[config.mk]
export PLATFORM = sky130hd
export DESIGN_NAME = dd_puf_ctrl
export DESIGN_NICKNAME = d
export VERILOG_FILES = /design/src/rtl/dd_puf_pkg.sv /design/src/rtl/dd_puf_vote_acc.sv /design/src/rtl/dd_puf_ctrl.sv
export SDC_FILE = /design/constraint.sdc
export NUM_CORES = 2
export LEC_CHECK = 0
export ABC_AREA = 1
export BUFFER_PORTS_ARGS = -buffer_cell sky130_fd_sc_hd__buf_2
export CAP_MARGIN = 25
export CORE_UTILIZATION = 54
export DETAILED_ROUTE_END_ITERATION = 10
export GPL_ROUTABILITY_DRIVEN = 1
export PLACE_DENSITY = 0.76
export SYNTH_ARGS = -nofsm -noshare
export SYNTH_HDL_FRONTEND = slang
export SYNTH_HIERARCHICAL = 1
export SYNTH_SLANG_ARGS = --single-unit
[constraint.sdc]
create_clock -name CLK -period 9.18 [get_ports CLK]
set_input_delay 0.459 -clock CLK [delete_from_list [all_inputs] [get_ports CLK]]
set_output_delay 0.459 -clock CLK [all_outputs]
set_load 0.005 [all_outputs]
[src/rtl/dd_puf_pkg.sv]
// Shared types and helpers for the DD-PUF response controller.
package dd_puf_pkg;

    localparam int PUF_W = 128;

    typedef enum logic [2:0] {
        IDLE    = 3'd0,
        CLEAR   = 3'd1,
        RACE    = 3'd2,
        CAPTURE = 3'd3,
        DONE    = 3'd4
    } state_e;

    function automatic int cnt_width(input int n);
        return (n < 1) ? 1 : $clog2(n + 1);
    endfunction

endpackage

[src/rtl/dd_puf_vote_acc.sv]
// One-bit vote accumulator: counts captures where the synchronized PUF bit was 1.
module dd_puf_vote_acc
    import dd_puf_pkg::*;
#(
    parameter int NUM_EVAL = 5
) (
    input  logic i_clk,
    input  logic i_rst,
    input  logic i_clear,
    input  logic i_inc,
    input  logic i_bit,
    output logic o_major,
    output logic o_unanimous
);
    localparam int CW = cnt_width(NUM_EVAL);

    logic [CW-1:0] r_votes;
    logic [CW-1:0] w_votes_nxt;

    always_comb begin
        w_votes_nxt = r_votes;
        if (i_clear) begin
            w_votes_nxt = '0;
        end else if (i_inc && i_bit) begin
            w_votes_nxt = r_votes + CW'(1);
        end
    end

    always_ff @(posedge i_clk) begin
        if (i_rst) begin
            r_votes <= '0;
        end else begin
            r_votes <= w_votes_nxt;
        end
    end

    // Decisions use the post-capture count so the top can register them on DONE entry.
    assign o_major     = (w_votes_nxt > CW'(NUM_EVAL / 2));
    assign o_unanimous = (w_votes_nxt == '0) || (w_votes_nxt == CW'(NUM_EVAL));

endmodule

[src/rtl/dd_puf_ctrl.sv]
// DD-PUF sequencer: repeated reset/race/capture evaluations, majority vote and stability mask.
// state   | meaning
// IDLE    | array held in reset, waiting for REQ
// CLEAR   | array held in reset for RST_CYC cycles
// RACE    | START high for SETTLE_CYC cycles while the delay lines race
// CAPTURE | START still high; synchronized response counted into the votes
// DONE    | RESP/STABLE valid, waiting for ACK
module dd_puf_ctrl
    import dd_puf_pkg::*;
#(
    parameter int NUM_EVAL   = 5,
    parameter int RST_CYC    = 4,
    parameter int SETTLE_CYC = 8
) (
    input  logic             CLK,
    input  logic             RESET,
    input  logic             REQ,
    input  logic             ABORT,
    input  logic             ACK,
    input  logic [PUF_W-1:0] PUF_RESP,
    output logic             PUF_RESET,
    output logic             PUF_START,
    output logic [PUF_W-1:0] RESP,
    output logic [PUF_W-1:0] STABLE,
    output logic             VALID,
    output logic             BUSY
);
    localparam int CW   = cnt_width(NUM_EVAL);
    localparam int TMAX = (RST_CYC > SETTLE_CYC) ? RST_CYC : SETTLE_CYC;
    localparam int TW   = cnt_width(TMAX);
    localparam logic [TW-1:0] TMR_RST   = TW'(RST_CYC - 1);
    localparam logic [TW-1:0] TMR_SET   = TW'(SETTLE_CYC - 1);
    localparam logic [CW-1:0] EVAL_LAST = CW'(NUM_EVAL - 1);

    state_e           r_state, w_state_nxt;
    logic [TW-1:0]    r_tmr, w_tmr_nxt;
    logic [CW-1:0]    r_eval, w_eval_nxt;
    logic [PUF_W-1:0] r_sync1, r_sync2;
    logic [PUF_W-1:0] w_major, w_unan;
    logic [PUF_W-1:0] r_resp, r_stable;
    logic             w_clear, w_cap, w_done_load;
    logic             w_racing;
    logic             r_puf_reset, r_puf_start, r_valid, r_busy;

    always_ff @(posedge CLK) begin
        if (RESET) begin
            r_sync1 <= '0;
            r_sync2 <= '0;
        end else begin
            r_sync1 <= PUF_RESP;
            r_sync2 <= r_sync1;
        end
    end

    always_comb begin
        w_state_nxt = r_state;
        w_tmr_nxt   = r_tmr;
        w_eval_nxt  = r_eval;
        w_clear     = 1'b0;
        w_cap       = 1'b0;
        w_done_load = 1'b0;
        case (r_state)
            IDLE: begin
                if (REQ) begin
                    w_state_nxt = CLEAR;
                    w_tmr_nxt   = TMR_RST;
                    w_eval_nxt  = '0;
                    w_clear     = 1'b1;
                end
            end
            CLEAR: begin
                if (ABORT) begin
                    w_state_nxt = IDLE;
                end else if (r_tmr == '0) begin
                    w_state_nxt = RACE;
                    w_tmr_nxt   = TMR_SET;
                end else begin
                    w_tmr_nxt = r_tmr - TW'(1);
                end
            end
            RACE: begin
                if (ABORT) begin
                    w_state_nxt = IDLE;
                end else if (r_tmr == '0) begin
                    w_state_nxt = CAPTURE;
                end else begin
                    w_tmr_nxt = r_tmr - TW'(1);
                end
            end
            CAPTURE: begin
                if (ABORT) begin
                    w_state_nxt = IDLE;
                end else begin
                    w_cap      = 1'b1;
                    w_eval_nxt = r_eval + CW'(1);
                    if (r_eval == EVAL_LAST) begin
                        w_state_nxt = DONE;
                        w_done_load = 1'b1;
                    end else begin
                        w_state_nxt = CLEAR;
                        w_tmr_nxt   = TMR_RST;
                    end
                end
            end
            DONE: begin
                if (ACK) begin
                    w_state_nxt = IDLE;
                end
            end
            default: w_state_nxt = IDLE;
        endcase
    end

    assign w_racing = (w_state_nxt == RACE) || (w_state_nxt == CAPTURE);

    // Array controls are registered from the next state so they change only on clock edges.
    always_ff @(posedge CLK) begin
        if (RESET) begin
            r_state     <= IDLE;
            r_tmr       <= '0;
            r_eval      <= '0;
            r_puf_reset <= 1'b1;
            r_puf_start <= 1'b0;
            r_valid     <= 1'b0;
            r_busy      <= 1'b0;
            r_resp      <= '0;
            r_stable    <= '0;
        end else begin
            r_state     <= w_state_nxt;
            r_tmr       <= w_tmr_nxt;
            r_eval      <= w_eval_nxt;
            r_puf_reset <= !w_racing;
            r_puf_start <= w_racing;
            r_valid     <= (w_state_nxt == DONE);
            r_busy      <= (w_state_nxt != IDLE);
            if (w_done_load) begin
                r_resp   <= w_major;
                r_stable <= w_unan;
            end
        end
    end

    for (genvar gi = 0; gi < PUF_W; gi++) begin : g_acc
        dd_puf_vote_acc #(.NUM_EVAL(NUM_EVAL)) u_acc (
            .i_clk       (CLK),
            .i_rst       (RESET),
            .i_clear     (w_clear),
            .i_inc       (w_cap),
            .i_bit       (r_sync2[gi]),
            .o_major     (w_major[gi]),
            .o_unanimous (w_unan[gi])
        );
    end

    assign PUF_RESET = r_puf_reset;
    assign PUF_START = r_puf_start;
    assign RESP      = r_resp;
    assign STABLE    = r_stable;
    assign VALID     = r_valid;
    assign BUSY      = r_busy;

endmodule

== Word-level counts from Yosys, hierarchy flattened ==
Index checks and enable logic that the tools add are counted.

* Input bits: 133
* Register bits after elaboration: 910

* Muxes and demuxes: 283
* Add/sub/neg operators: 130
* Eq/ne operators: 142
* Reduce and logical (&&, ||, !) cells: 393
* $lt $le $gt $ge: 128

{| class="wikitable"
|+ Operators with widths
! cell !! count
|-
| $mux W3 || 266
|-
| $eq A3 B3 Y1 const B || 131
|-
| $add A3 B1 Y3 const B || 129
|-
| $logic_not A3 Y1 || 129
|-
| $gt A3 B2 Y1 const B || 128
|-
| $logic_or A1 B1 Y1 || 129
|-
| $logic_and A1 B1 Y1 || 128
|-
| $mux W4 || 7
|-
| $pmux W4 S4 || 1
|-
| $pmux W3 S5 || 1
|-
| $eq A3 B2 Y1 const B || 4
|-
| $ne A2 B2 Y1 const B || 6
|-
| $mux W1 || 7
|-
| $reduce_and A7 Y1 || 1
|-
| $pmux W3 S2 || 1
|-
| $logic_not A4 Y1 || 1
|-
| $reduce_bool A4 Y1 || 1
|-
| $sub A4 B1 Y4 const B || 1
|-
| $eq A3 B1 Y1 const B || 1
|-
| $reduce_and A3 Y1 || 1
|-
| $reduce_bool A3 Y1 || 1
|-
| $reduce_bool A2 Y1 || 1
|-
| $logic_not A1 Y1 || 1
|}

== Depth between registers and ports, before layout ==
* Depth after elaboration: 7
* Depth in mapped cells: 12
* Mapped depth without buffers: 12

== Cells and area by module ==
The synthesis kept the hierarchy.

{| class="wikitable"
|+ By module, submodules not included
! module !! area each (µm²) !! cells each !! times used !! sequential area each (µm²)
|-
| dd_puf_vote_acc || 198.9 || 31 || 128 || 60.1
|-
| dd_puf_ctrl || 16697.3 || 2022 || 1 || 10530.1
|}

== Worst setup path after synthesis ==
Ideal clock, no wire load.

* Path kind: register -> register
* Start: register r_state[0]
* End: register r_stable[117], in the netlist STABLE[117]
* Path slack: -0.899 ns
* Arrival time: 9.963 ns
* Stages on the path, launching flop included: 8
* Clock period less this slack: 10.079 ns
* Path buffers: 2
* Setup time: 0.116 ns
* Cell sequence: dfxtp_1 -> nand3_2 -> nor2_4 -> nand3_2 -> buf_2 -> clkbuf_1 -> o21ai_0 -> nor2_1

* Word-level cells in the longest chain between the ends: 7

{| class="wikitable"
|+ Ends and longest elaborated chain
! what !! line !! source
|-
| start, declared || dd_puf_ctrl.sv:35 || <nowiki>state_e r_state, w_state_nxt;</nowiki>
|-
| start signal, assigned || dd_puf_ctrl.sv:129 || <nowiki>r_state <= w_state_nxt;</nowiki>
|-
| $eq A3 B2 Y1 (*) || dd_puf_ctrl.sv:62 || <nowiki>case (r_state)</nowiki>
|-
| $mux W1 (*) || dd_puf_ctrl.sv:62 ||
|-
| net w_cap || dd_puf_ctrl.sv:41 || <nowiki>logic w_clear, w_cap, w_done_load;</nowiki>
|-
| $logic_and A1 B1 Y1 (*) || dd_puf_vote_acc.sv:24 || <nowiki>end else if (i_inc && i_bit) begin</nowiki>
|-
| $mux W3 (*) || dd_puf_vote_acc.sv:24 ||
|-
| $mux W3 (*) || dd_puf_vote_acc.sv:22 || <nowiki>if (i_clear) begin</nowiki>
|-
| $eq A3 B3 Y1 / $logic_not A3 Y1 (equally long branches) || dd_puf_vote_acc.sv:39 || <nowiki>assign o_unanimous = (w_votes_nxt == '0) || (w_votes_nxt == CW'(NUM_EVAL));</nowiki>
|-
| $logic_or A1 B1 Y1 (*) || dd_puf_vote_acc.sv:39 ||
|-
| end signal, assigned || dd_puf_ctrl.sv:138 || <nowiki>r_stable <= w_unan;</nowiki>
|-
| end, declared || dd_puf_ctrl.sv:40 || <nowiki>logic [PUF_W-1:0] r_resp, r_stable;</nowiki>
|}

The timed path passes the listed nets; every way through them passes the cells marked *.
A chain may end at the register's enable or synchronous reset.

== Final worst setup path ==
* Start: register r_state[2]
* End: register r_stable[64], in the netlist STABLE[64]

* Word-level cells in the longest chain between the ends: 7

{| class="wikitable"
|+ Ends and longest elaborated chain
! what !! line !! source
|-
| $eq A3 B2 Y1 (*) || dd_puf_ctrl.sv:62 ||
|-
| $mux W1 (*) || dd_puf_ctrl.sv:62 ||
|-
| net w_cap || dd_puf_ctrl.sv:41 ||
|-
| $logic_and A1 B1 Y1 (*) || dd_puf_vote_acc.sv:24 ||
|-
| $mux W3 (*) || dd_puf_vote_acc.sv:24 ||
|-
| $mux W3 (*) || dd_puf_vote_acc.sv:22 ||
|-
| $eq A3 B3 Y1 / $logic_not A3 Y1 (equally long branches) || dd_puf_vote_acc.sv:39 ||
|-
| $logic_or A1 B1 Y1 (*) || dd_puf_vote_acc.sv:39 ||
|-
| net w_unan[64] || dd_puf_ctrl.sv:39 || <nowiki>logic [PUF_W-1:0] w_major, w_unan;</nowiki>
|}

Marked as above.

==> results_dict.tcl <==
set metrics [dict create \
    crit_path_start_kind "flop" \
    h-tree-depth 3 \
    ys_ff_latch 910 \
    cts_sinks 910 \
    holdWs_ps 40.6 \
    first_pass_iters 6 \
    cts_setup_buffers 0 \
    grt_pass1_vias 36000 \
    grt.total_usage 0.243 \
    worstPathArrival_ps 4330 \
    max-vdd-ir-drop_mv 0.205 \
    ys_types 25 \
    syn_to_final_growth_pct 17.6 \
    outcome "completed" \
    p_per_area_nw_per_um2 175 \
    hold_viol 0 \
    holdBufCountCts 89 \
    drt_iter0_markers 2225 \
    max_cap_viol_count 0 \
    clockBufferDepth 3 \
    grt_pass1_wl_um 163000 \
    cellLeakagePower_nw 24.3 \
    wl_per_cell_um 13.0 \
    num_vias 38600 \
    ios 393 \
    nets 6740 \
    syn_inst 5990 \
    overflow 0 \
    dp_hpwl_um 62600 \
    drive_above_1_share 0.168 \
    rows 102 \
    die_w_um 281 \
    finalCritPeriodShare 0.413 \
    avgSynthCellArea_um2 7.04 \
    clkTransAtPathRegs_ps 60 \
    crit_fanout 233 \
    endpoint_kind "flop" \
    min_period_ps 3790 \
    rsz0062_at_grt "no" \
    finalNonFillerCells 7595 \
    cts_resized 0 \
    num_antenna_cells 0 \
    cts_tree "built" \
    core_area_um2 77300 \
    dp.cells 7327 \
    dieArea_um2 79200 \
    slew_headroom 0.0840 \
    timing.fmax_mhz 264 \
    finalSetupViolations 0 \
    seq_area_frac_synth 0.432 \
    grt_max_degree 234 \
    hold_class "input pin to flop" \
    syn_area_um2 42200 \
    die_h_um 281 \
    ys_warn_count 6 \
    initial_core_util 0.545 \
    ant_nets 0 \
    setup-tns-final_ps 0 \
    worst_pin_slew_ps 1370 \
    syn-num-nets 6254 \
    worstSkewPairLatency_ps 650 \
    wl_um 98800 \
    crit_type "flop to flop" \
    critPathRequiredTime_ps 9710 \
    cts-buffers-inserted 97 \
    place_congestion 0.861 \
    antenna_found_initial 2 \
    fill_cells 6679 \
    finalMaxSlewViolations 0 \
    clock-root-buffer "clkbuf_16" \
    port_buffers 392 \
    finalClockSkew_ps 22.1 \
    vias_per_cell 5.08 \
    drc_errors 0 \
]
[critical path, cell delays in order (launching register included)]
cell     delay [ps]
dfxtp_2         340
inv_4            90
nand3_4          80
nor2_4          150
buf_4           240
buf_12          530
buf_4           950
nand2_2         170
nand2_1         130
nand2_1          60
nor2_1           90
nor2_1           50
nand2_1          50
nand2_1          50
o21ai_1         130
nor2_1           70
[flip-flops by register name, summed over array words and instances, names as in the netlist]
signal and cells:
r_sync1 128, PUF_RESET 1, r_eval 3, VALID 1, g_acc.u_acc/r_votes 384, BUSY 1, r_tmr 4, r_sync2 128
STABLE 128, RESP 128, PUF_START 1, r_state 3
[cells in the final DEF, fill, tap and decap left out, types with 5 or more instances in the layout]
cell | synthesis | routed
nor2_1 | 1550 | 1550
dfxtp_1 | 910 | 907
inv_1 | 786 | 785
nand2_1 | 674 | 674
nand3_1 | 647 | 647
buf_2 | 11 | 391
o21ai_1 | 225 | 310
nand2_2 | 256 | 256
ha_1 | 131 | 131
nand3b_1 | 130 | 130
inv_2 | 130 | 128
nand3_2 | 130 | 128
nand4_1 | 128 | 128
clkbuf_16 | 0 | 99
dlygate4sd3_1 | 0 | 89
o21ai_0 | 164 | 79
bufinv_16 | 0 | 19
clkinv_2 | 0 | 18
clkbuf_8 | 0 | 18
buf_4 | 21 | 15
clkbuf_1 | 72 | 12
a21oi_1 | 10 | 10
clkinvlp_4 | 0 | 5
[power by group]
group / leakage [nW] / internal, mW / switching (mW)
clock network: 1.75 / 2.66 / 1.64
logic: 15.2 / 0.106 / 0.238
registers: 7.39 / 4.01 / 0.0451
total: 24.3 / 6.77 / 1.92
[synthesized netlist by cell type]
master | n | area share
ha_1 | 131 | 0.039
buf_2 | 11 | 0.0013
clkinv_1 | 1 | 0.000089
nand3_2 | 130 | 0.031
a21oi_1 | 10 | 0.0012
inv_1 | 786 | 0.070
xnor2_1 | 1 | 0.00021
nor3_1 | 1 | 0.00012
o21ai_0 | 164 | 0.019
dfxtp_1 | 910 | 0.43
and3_1 | 1 | 0.00015
nand3_1 | 647 | 0.077
buf_1 | 3 | 0.00027
nand4_1 | 128 | 0.019
clkbuf_1 | 72 | 0.0064
o21a_1 | 1 | 0.00018
nand2_2 | 256 | 0.038
nand3b_1 | 130 | 0.023
inv_2 | 130 | 0.012
nand2_1 | 674 | 0.060
nor2_4 | 1 | 0.00027
buf_4 | 21 | 0.0037
o21ai_1 | 225 | 0.027
nor2_1 | 1550 | 0.14
buf_6 | 6 | 0.0016
[routing by layer]
metal	wire length, µm	GRT usage	vias up
li1	-	-	19900
met1	43800	0.295	17700
met2	47300	0.432	781
met3	4470	0.0336	201
met4	3160	0.0923	4
met5	34	0	-
[final timing paths]
kind	from	to	slack, ps	depth (start not counted)
worst max-delay path	r_state[2]	STABLE[64]	5390	15
worst min-delay path	PUF_RESP[99]	r_sync1[99]	40	3
worst max register to register	r_state[2]	STABLE[64]	5390	15
worst min register to register	r_sync1[73]	r_sync2[73]	400	2
[logic make-up (layout without fill, tap and decap cells)]
family | Yosys count | count (layout) | synth area share
XOR/XNOR | 1 | 1 | 0.000208
AND/OR/NAND/NOR | 3518 | 3518 | 0.386
AO/OA/AOI/OAI | 400 | 400 | 0.0475
buffers and inverters | 1030 | 1595 | 0.0950
flip-flops | 910 | 910 | 0.432
adder cells (fa/ha/maj) | 131 | 131 | 0.0389
[stage by stage]
| stage | cell area, µm² | util | total power [mW] | setup slack, ps |
|---|---|---|---|---|
| after global placement | 45100 | 0.583 | 4.44 | 4960 |
| after detailed placement | 45100 | 0.583 | 4.45 | 4810 |
| after global routing | 49600 | 0.641 | 8.99 | 5220 |
| after CTS | 49500 | 0.641 | 8.79 | 4880 |
| after floorplan | 42300 | - | 4.34 | -748 |
| final | 49600 | 0.641 | 8.69 | 5390 |
[cell type report]
| class | instances | area (µm²) | share of cell area |
|---|---|---|---|
| Clock buffer | 129 | 2770 | 0.0559 |
| Clock inverter | 49 | 797 | 0.0161 |
| Inverter | 917 | 3470 | 0.0699 |
| Multi-Input combinational cell | 4050 | 20000 | 0.403 |
| Sequential cell | 910 | 18200 | 0.368 |
| Tap cell | 1040 | 1300 | 0.0262 |
| Timing Repair Buffer | 500 | 3060 | 0.0618 |
No activity file was read; power rests on OpenSTA's default activity.
